`src/rtl/i2c_slave_mpu.sv`:
```
// I2C target modelling the MPU6050 register map (128 x 8, auto-increment,
// repeated START). Sensor registers 0x3B..0x48 load from a parallel sample port.
//
// Ports:
//   clk, rst_n        system clock (>= 10x SCL), async active-low reset
//   scl, sda_in       raw I2C clock / resolved SDA level (synchronised inside)
//   sda_oe            1 = pull SDA low, 0 = release
//   sample_load/data  14-byte sample; [111:104] -> 0x3B ... [7:0] -> 0x48
//   busy              addressed transaction in progress (START+match .. STOP)
//   wr_strobe/addr/data  one pulse per accepted write byte, addr/data held
`timescale 1ns/1ps
module i2c_slave_mpu #(
   parameter logic [6:0] DEV_ADDR = 7'h68,
   parameter logic [7:0] PWR_RST  = 8'h40
) (
   input  logic         clk,
   input  logic         rst_n,
   input  logic         scl,
   input  logic         sda_in,
   output logic         sda_oe,
   input  logic         sample_load,
   input  logic [111:0] sample_data,
   output logic         busy,
   output logic         wr_strobe,
   output logic [6:0]   wr_addr,
   output logic [7:0]   wr_data
);

   localparam logic [6:0] RO_ADDR = 7'h75;

   typedef enum logic [3:0] {
      S_IDLE, S_ADDR, S_ADDR_ACK, S_REG, S_REG_ACK,
      S_WDATA, S_WDATA_ACK, S_RDATA, S_RACK
   } state_t;

   state_t       r_state, w_nxt;
   logic [2:0]   r_scl_s, r_sda_s;
   logic [7:0]   r_regs [128];
   logic [7:0]   r_sh;
   logic [3:0]   r_cnt;
   logic [6:0]   r_ptr;
   logic         r_mack;
   logic         r_sda_oe, r_busy, r_wr_strobe;
   logic [6:0]   r_wr_addr;
   logic [7:0]   r_wr_data;
   logic [111:0] r_pend;
   logic         r_pend_v;

   logic w_scl, w_scl_p, w_sda, w_sda_p;
   logic w_rise, w_fall, w_start, w_stop;
   logic w_last, w_match;
   logic [7:0] w_byte, w_rd;

   // [1] is the synchronised level, [2] its previous value for edge detect
   assign w_scl   = r_scl_s[1];
   assign w_scl_p = r_scl_s[2];
   assign w_sda   = r_sda_s[1];
   assign w_sda_p = r_sda_s[2];
   assign w_rise  = w_scl & ~w_scl_p;
   assign w_fall  = ~w_scl & w_scl_p;
   assign w_start = w_scl & w_scl_p & w_sda_p & ~w_sda;
   assign w_stop  = w_scl & w_scl_p & ~w_sda_p & w_sda;
   assign w_byte  = {r_sh[6:0], w_sda};
   assign w_last  = (r_cnt == 4'd7);
   assign w_match = (w_byte[7:1] == DEV_ADDR);
   assign w_rd    = r_regs[r_ptr];

   assign sda_oe    = r_sda_oe;
   assign busy      = r_busy;
   assign wr_strobe = r_wr_strobe;
   assign wr_addr   = r_wr_addr;
   assign wr_data   = r_wr_data;

   always_ff @(posedge clk or negedge rst_n) begin
      if (!rst_n) begin
         r_scl_s <= 3'b111;
         r_sda_s <= 3'b111;
      end else begin
         r_scl_s <= {r_scl_s[1:0], scl};
         r_sda_s <= {r_sda_s[1:0], sda_in};
      end
   end

   always_ff @(posedge clk or negedge rst_n) begin
      if (!rst_n) r_state <= S_IDLE;
      else        r_state <= w_nxt;
   end

   always_comb begin
      w_nxt = r_state;
      if (w_start) begin
         w_nxt = S_ADDR;
      end else if (w_stop) begin
         w_nxt = S_IDLE;
      end else begin
         unique case (r_state)
            S_ADDR:
               if (w_rise && w_last) w_nxt = w_match ? S_ADDR_ACK : S_IDLE;
            S_ADDR_ACK:
               if (w_fall && r_sda_oe) w_nxt = r_sh[0] ? S_RDATA : S_REG;
            S_REG:
               if (w_rise && w_last) w_nxt = S_REG_ACK;
            S_REG_ACK, S_WDATA_ACK:
               if (w_fall && r_sda_oe) w_nxt = S_WDATA;
            S_WDATA:
               if (w_rise && w_last) w_nxt = S_WDATA_ACK;
            S_RDATA:
               if (w_fall && r_cnt == 4'd8) w_nxt = S_RACK;
            S_RACK:
               if (w_fall) w_nxt = r_mack ? S_IDLE : S_RDATA;
            default: w_nxt = r_state;
         endcase
      end
   end

   always_ff @(posedge clk or negedge rst_n) begin
      if (!rst_n) begin
         r_sh        <= 8'h00;
         r_cnt       <= 4'd0;
         r_ptr       <= 7'd0;
         r_mack      <= 1'b1;
         r_sda_oe    <= 1'b0;
         r_busy      <= 1'b0;
         r_wr_strobe <= 1'b0;
         r_wr_addr   <= 7'd0;
         r_wr_data   <= 8'h00;
         r_pend      <= '0;
         r_pend_v    <= 1'b0;
         for (int i = 0; i < 128; i++) r_regs[i] <= 8'h00;
         r_regs[7'h6B] <= PWR_RST;
         r_regs[RO_ADDR] <= {1'b0, DEV_ADDR};
      end else begin
         r_wr_strobe <= 1'b0;
         if (w_start) begin
            r_cnt    <= 4'd0;
            r_sda_oe <= 1'b0;
         end else if (w_stop) begin
            r_sda_oe <= 1'b0;
            r_busy   <= 1'b0;
         end else begin
            unique case (r_state)
               S_ADDR, S_REG, S_WDATA: begin
                  if (w_rise) begin
                     r_sh  <= w_byte;
                     r_cnt <= w_last ? 4'd0 : r_cnt + 4'd1;
                     if (w_last && r_state == S_ADDR && w_match)
                        r_busy <= 1'b1;
                     if (w_last && r_state == S_REG)
                        r_ptr <= w_byte[6:0];
                     if (w_last && r_state == S_WDATA) begin
                        if (r_ptr != RO_ADDR) begin
                           r_regs[r_ptr] <= w_byte;
                           r_wr_strobe   <= 1'b1;
                           r_wr_addr     <= r_ptr;
                           r_wr_data     <= w_byte;
                        end
                        r_ptr <= r_ptr + 7'd1;
                     end
                  end
               end
               // first fall drives ACK, second fall ends it
               S_ADDR_ACK, S_REG_ACK, S_WDATA_ACK: begin
                  if (w_fall) begin
                     r_cnt <= 4'd0;
                     if (!r_sda_oe) begin
                        r_sda_oe <= 1'b1;
                     end else if (r_state == S_ADDR_ACK && r_sh[0]) begin
                        r_sh     <= w_rd;
                        r_sda_oe <= ~w_rd[7];
                     end else begin
                        r_sda_oe <= 1'b0;
                     end
                  end
               end
               S_RDATA: begin
                  if (w_rise) r_cnt <= r_cnt + 4'd1;
                  if (w_fall) begin
                     if (r_cnt == 4'd8) begin
                        r_sda_oe <= 1'b0;
                     end else begin
                        r_sda_oe <= ~r_sh[6];
                        r_sh     <= {r_sh[6:0], 1'b0};
                     end
                  end
               end
               S_RACK: begin
                  if (w_rise) begin
                     r_mack <= w_sda;
                     if (!w_sda) r_ptr <= r_ptr + 7'd1;
                  end
                  if (w_fall && !r_mack) begin
                     r_sh     <= w_rd;
                     r_sda_oe <= ~w_rd[7];
                     r_cnt    <= 4'd0;
                  end
               end
               default: ;
            endcase
         end
         // samples never land mid-transaction; a deferred one lands at STOP
         if (w_stop) begin
            if (r_pend_v)
               for (int k = 0; k < 14; k++)
                  r_regs[7'(59 + k)] <= r_pend[111 - 8*k -: 8];
            r_pend_v <= 1'b0;
         end
         if (sample_load) begin
            if (r_busy && !w_stop) begin
               r_pend   <= sample_data;
               r_pend_v <= 1'b1;
            end else begin
               for (int k = 0; k < 14; k++)
                  r_regs[7'(59 + k)] <= sample_data[111 - 8*k -: 8];
            end
         end
      end
   end

endmodule

```
`config.mk`:
```
export PLATFORM = sky130hd
export DESIGN_NAME = i2c_slave_mpu
export DESIGN_NICKNAME = d
export VERILOG_FILES = /design/src/rtl/i2c_slave_mpu.sv
export SDC_FILE = /design/constraint.sdc
export NUM_CORES = 2
export LEC_CHECK = 0
export CAP_MARGIN = 30
export CORE_UTILIZATION = 25
export DETAILED_ROUTE_END_ITERATION = 7
export PLACE_DENSITY = 0.42
export SYNTH_ARGS = -nofsm -noshare
export SYNTH_HDL_FRONTEND = slang
export SYNTH_SLANG_ARGS = --single-unit
export TNS_END_PERCENT = 20
```
`constraint.sdc`:
```
create_clock -name clk -period 2.4 [get_ports clk]
set_input_delay 0.48 -clock clk [delete_from_list [all_inputs] [get_ports clk]]
set_output_delay 0.48 -clock clk [all_outputs]
set_load 0.05 [all_outputs]
```
==> flow_metrics.py <==
metrics = {
    "routing": {
        "firstDrtPassIters": 5,
        "drtIter0Drc": 2336,
        "vias": 37500,
        "remaining_drc_errors": 0,
        "ant_nets": 0,
        "wl_per_cell_microns": 24.0,
        "drt_wl_total_microns": 186000,
        "viasPerCell": 4.84,
    },
    "pwr": {
        "p_per_area_mw_per_mm2": 646,
        "ir_drop_v": 0.000837,
        "power.leakage_nw": 31.8,
    },
    "yosys": {
        "synth_cell_type_count": 78,
        "synth-edff-count": 0,
        "ys_seq_elements": 1112,
        "syn_nets": 4406,
        "synthTopCellsByArea": "dfrtp_1, mux2_2, mux2i_1, mux2_1, o32ai_1",
        "synth_warnings": 0,
        "syn_area_sq_mm": 0.0532,
        "synth_cells": 4285,
        "synth_top_cell_by_area": "dfrtp_1",
        "synth_top_area_frac": 0.518,
        "synth-seq-area-share": 0.524,
        "syn_avg_cell_area_sq_um": 12.4,
        "synth-main-ff-cell": "dfrtp_1",
        "synthArstFlopShare": 1.00,
    },
    "global_route": {
        "grt_pass1_wl_microns": 278000,
        "grt_max_degree": 133,
        "grt_usage": 0.172,
        "gr-total-overflow": 0,
        "grt_pass1_vias": 39300,
        "antenna_found_initial": 3,
    },
    "clock_tree": {
        "root_buffer": "clkbuf_16",
        "clk_pin_slew_worst_paths_ns": 0.06,
        "insertion_delay_ns": 0.81,
        "htree_levels": 4,
        "cts.sinks": 1112,
        "numCtsBuffers": 137,
        "clk_path_buf_depth": 3,
        "tritoncts": "built",
    },
    "timing": {
        "rsz0062_at_grt": "true",
        "holdWs_ns": 0.110,
        "drv_slew": 0,
        "period_share": 1.19,
        "setup_violations": 1060,
        "finalHoldViolCount": 0,
        "worst_slack_ns": -0.448,
        "max_freq_ghz": 0.351,
        "finClkSkew_ns": 0.0449,
        "min_period_ns": 2.85,
        "relSlewSlack": 0.339,
        "worstMarginPinSlew_ns": 0.992,
    },
    "layout": {
        "mostFrequentLayoutCell": "dfrtp_1",
        "final_nets": 4969,
        "final_cell_mix": "dfrtp_1, mux2_2, buf_4, mux2i_1, nand2_1",
        "post-route-util": 0.339,
        "area_growth_pct": 34.0,
        "fillCellCount": 20700,
        "drive_above_1_share": 0.430,
    },
    "placed_design": {
        "gp_congestion": 0.797,
        "post-place-ws_ns": -0.928,
        "dpl.hpwl_microns": 118000,
        "port_buffers": 62,
    },
    "worst_setup_path": {
        "critPathKind": "flop to flop",
        "cp-startpoint": "r_ptr[0]",
        "cp-start-kind": "flop",
        "rrSetupSlack_ns": -0.45,
        "cp_max_fo": 8,
        "arrival_ns": 3.52,
        "r2r_end": "sda_oe",
        "worstReg2RegStart": "r_ptr[0]",
        "endpoint_kind": "flop",
        "r2r_cells": 9,
        "required_ns": 3.07,
    },
    "worst_hold_path": {
        "hold_end": "r_sda_s[0]",
        "whs_path_depth": 1,
        "min_from": "sda_in",
        "hold_class": "input pin to flop",
    },
    "floorplan": {
        "dieArea_sq_mm": 0.215,
        "die_w_microns": 463,
        "initial_core_util": 0.253,
        "rows": 168,
        "num_io_pins": 135,
        "dieHeight_microns": 463,
        "core_area_sq_mm": 0.210,
    },
    "status": {
        "status": "complete, but fails checks",
        "violations": "negative setup slack",
    },
    "job": {
        "maxCapViolations": 0,
    },
}
[sequential cells by signal, indices dropped and copies added, names as in the netlist]
| signal | count |
|---|---|
| r_regs | 1024 |
| r_pend | 40 |
| wr_data | 8 |
| r_ptr | 7 |
| r_sh | 7 |
| wr_addr | 7 |
| r_cnt | 4 |
| r_state | 4 |
| r_scl_s | 3 |
| r_sda_s | 3 |
| busy | 1 |
| r_mack | 1 |
| r_pend_v | 1 |
| sda_oe | 1 |
| wr_strobe | 1 |
[through the flow]
step	cells	TNS [ns]	total power, mW	cell area (sq um)
after detailed placement	7421	-316.20	25.3	63200
final	7758	-267.96	46.1	71200
after global routing	7758	-326.72	47.8	71200
after global placement	7421	-305.68	25.3	63200
after CTS	7722	-302.43	46.7	69900
after floorplan	4285	-27.18	21.8	53600
[how the worst max path moves through the flow]
stage / end / slack, ns
4_1_cts: sda_oe / -0.48
6_report: sda_oe / -0.45
3_5_place_dp: sda_oe / -0.93
5_1_grt: sda_oe / -0.53
3_3_place_gp: sda_oe / -0.87
2_1_floorplan: r_regs[570] / -0.13
[power by group]
group	switching [mW]	internal (mW)
Sequential	0.153	19.0
Clock	8.57	12.2
Combinational	4.51	1.68
Total	13.2	32.8
[synth_stat cells (all sizes together), types with 15 or more instances]
cell type,number
dfrtp,1101
mux2,982
mux2i,335
nand2,333
clkbuf,268
inv,225
o32ai,217
nor2,139
o22ai,116
o31ai,111
buf,83
a211oi,44
a21o,42
a41oi,26
mux4,25
nand2b,22
a21oi,20
o21ai,19
nand3,15
[kinds of logic (layout without fill, tap and decap cells)]
family                     Yosys count  in the layout  synth area share
and+or+nand+nor                    592            592            0.0559
DFF                               1112           1112             0.524
xor gates and xnor gates             2              2          0.000330
adders and majority gates            4              4          0.000941
AOI/OAI and AO/OA                  655            655            0.0952
other                                0              2                 0
buffers and inverters              578           1244            0.0424
muxes                             1342           1342             0.282
[critical path, cell delays in order, from the launching register on]
cell and delay, ns:
dfrtp_4 0.49, buf_12 0.16, buf_12 0.14, buf_16 0.14
mux4_2 0.55, mux2i_1 0.16, o211ai_1 0.21, a211oi_2 0.23
nand4_1 0.28, a311oi_2 0.35
[timing repair]
| action | 4_1_cts | 5_1_grt |
|---|---|---|
| setup buffers | 51 | 38 |
| setup endpoints to repair | 1057 | 1070 |
| resized for setup | 268 | 191 |
| cloned | 10 | 4 |
| hold buffers | 1 | 0 |
| pin swaps | 85 | 75 |
| hold endpoints to repair | 87 | 0 |
[routing by layer]
metal  part of all wire  track usage
met5                  0            0
met4              0.025       0.0487
met3              0.030       0.0223
met2               0.47        0.279
met1               0.47        0.240
[layout make-up]
cell class | instances | area [sq um] | area share
sequential | 1112 | 27900 | 0.391
antenna | 2 | 5.00 | 0.0000703
tap | 2805 | 3510 | 0.0493
clock inverter | 41 | 520 | 0.00731
multi-input combinational | 2595 | 25600 | 0.359
timing repair buffer | 775 | 8960 | 0.126
clock buffer | 201 | 3940 | 0.0553
inverter | 227 | 860 | 0.0121
Note: power is estimated with default switching activity, not from simulation.
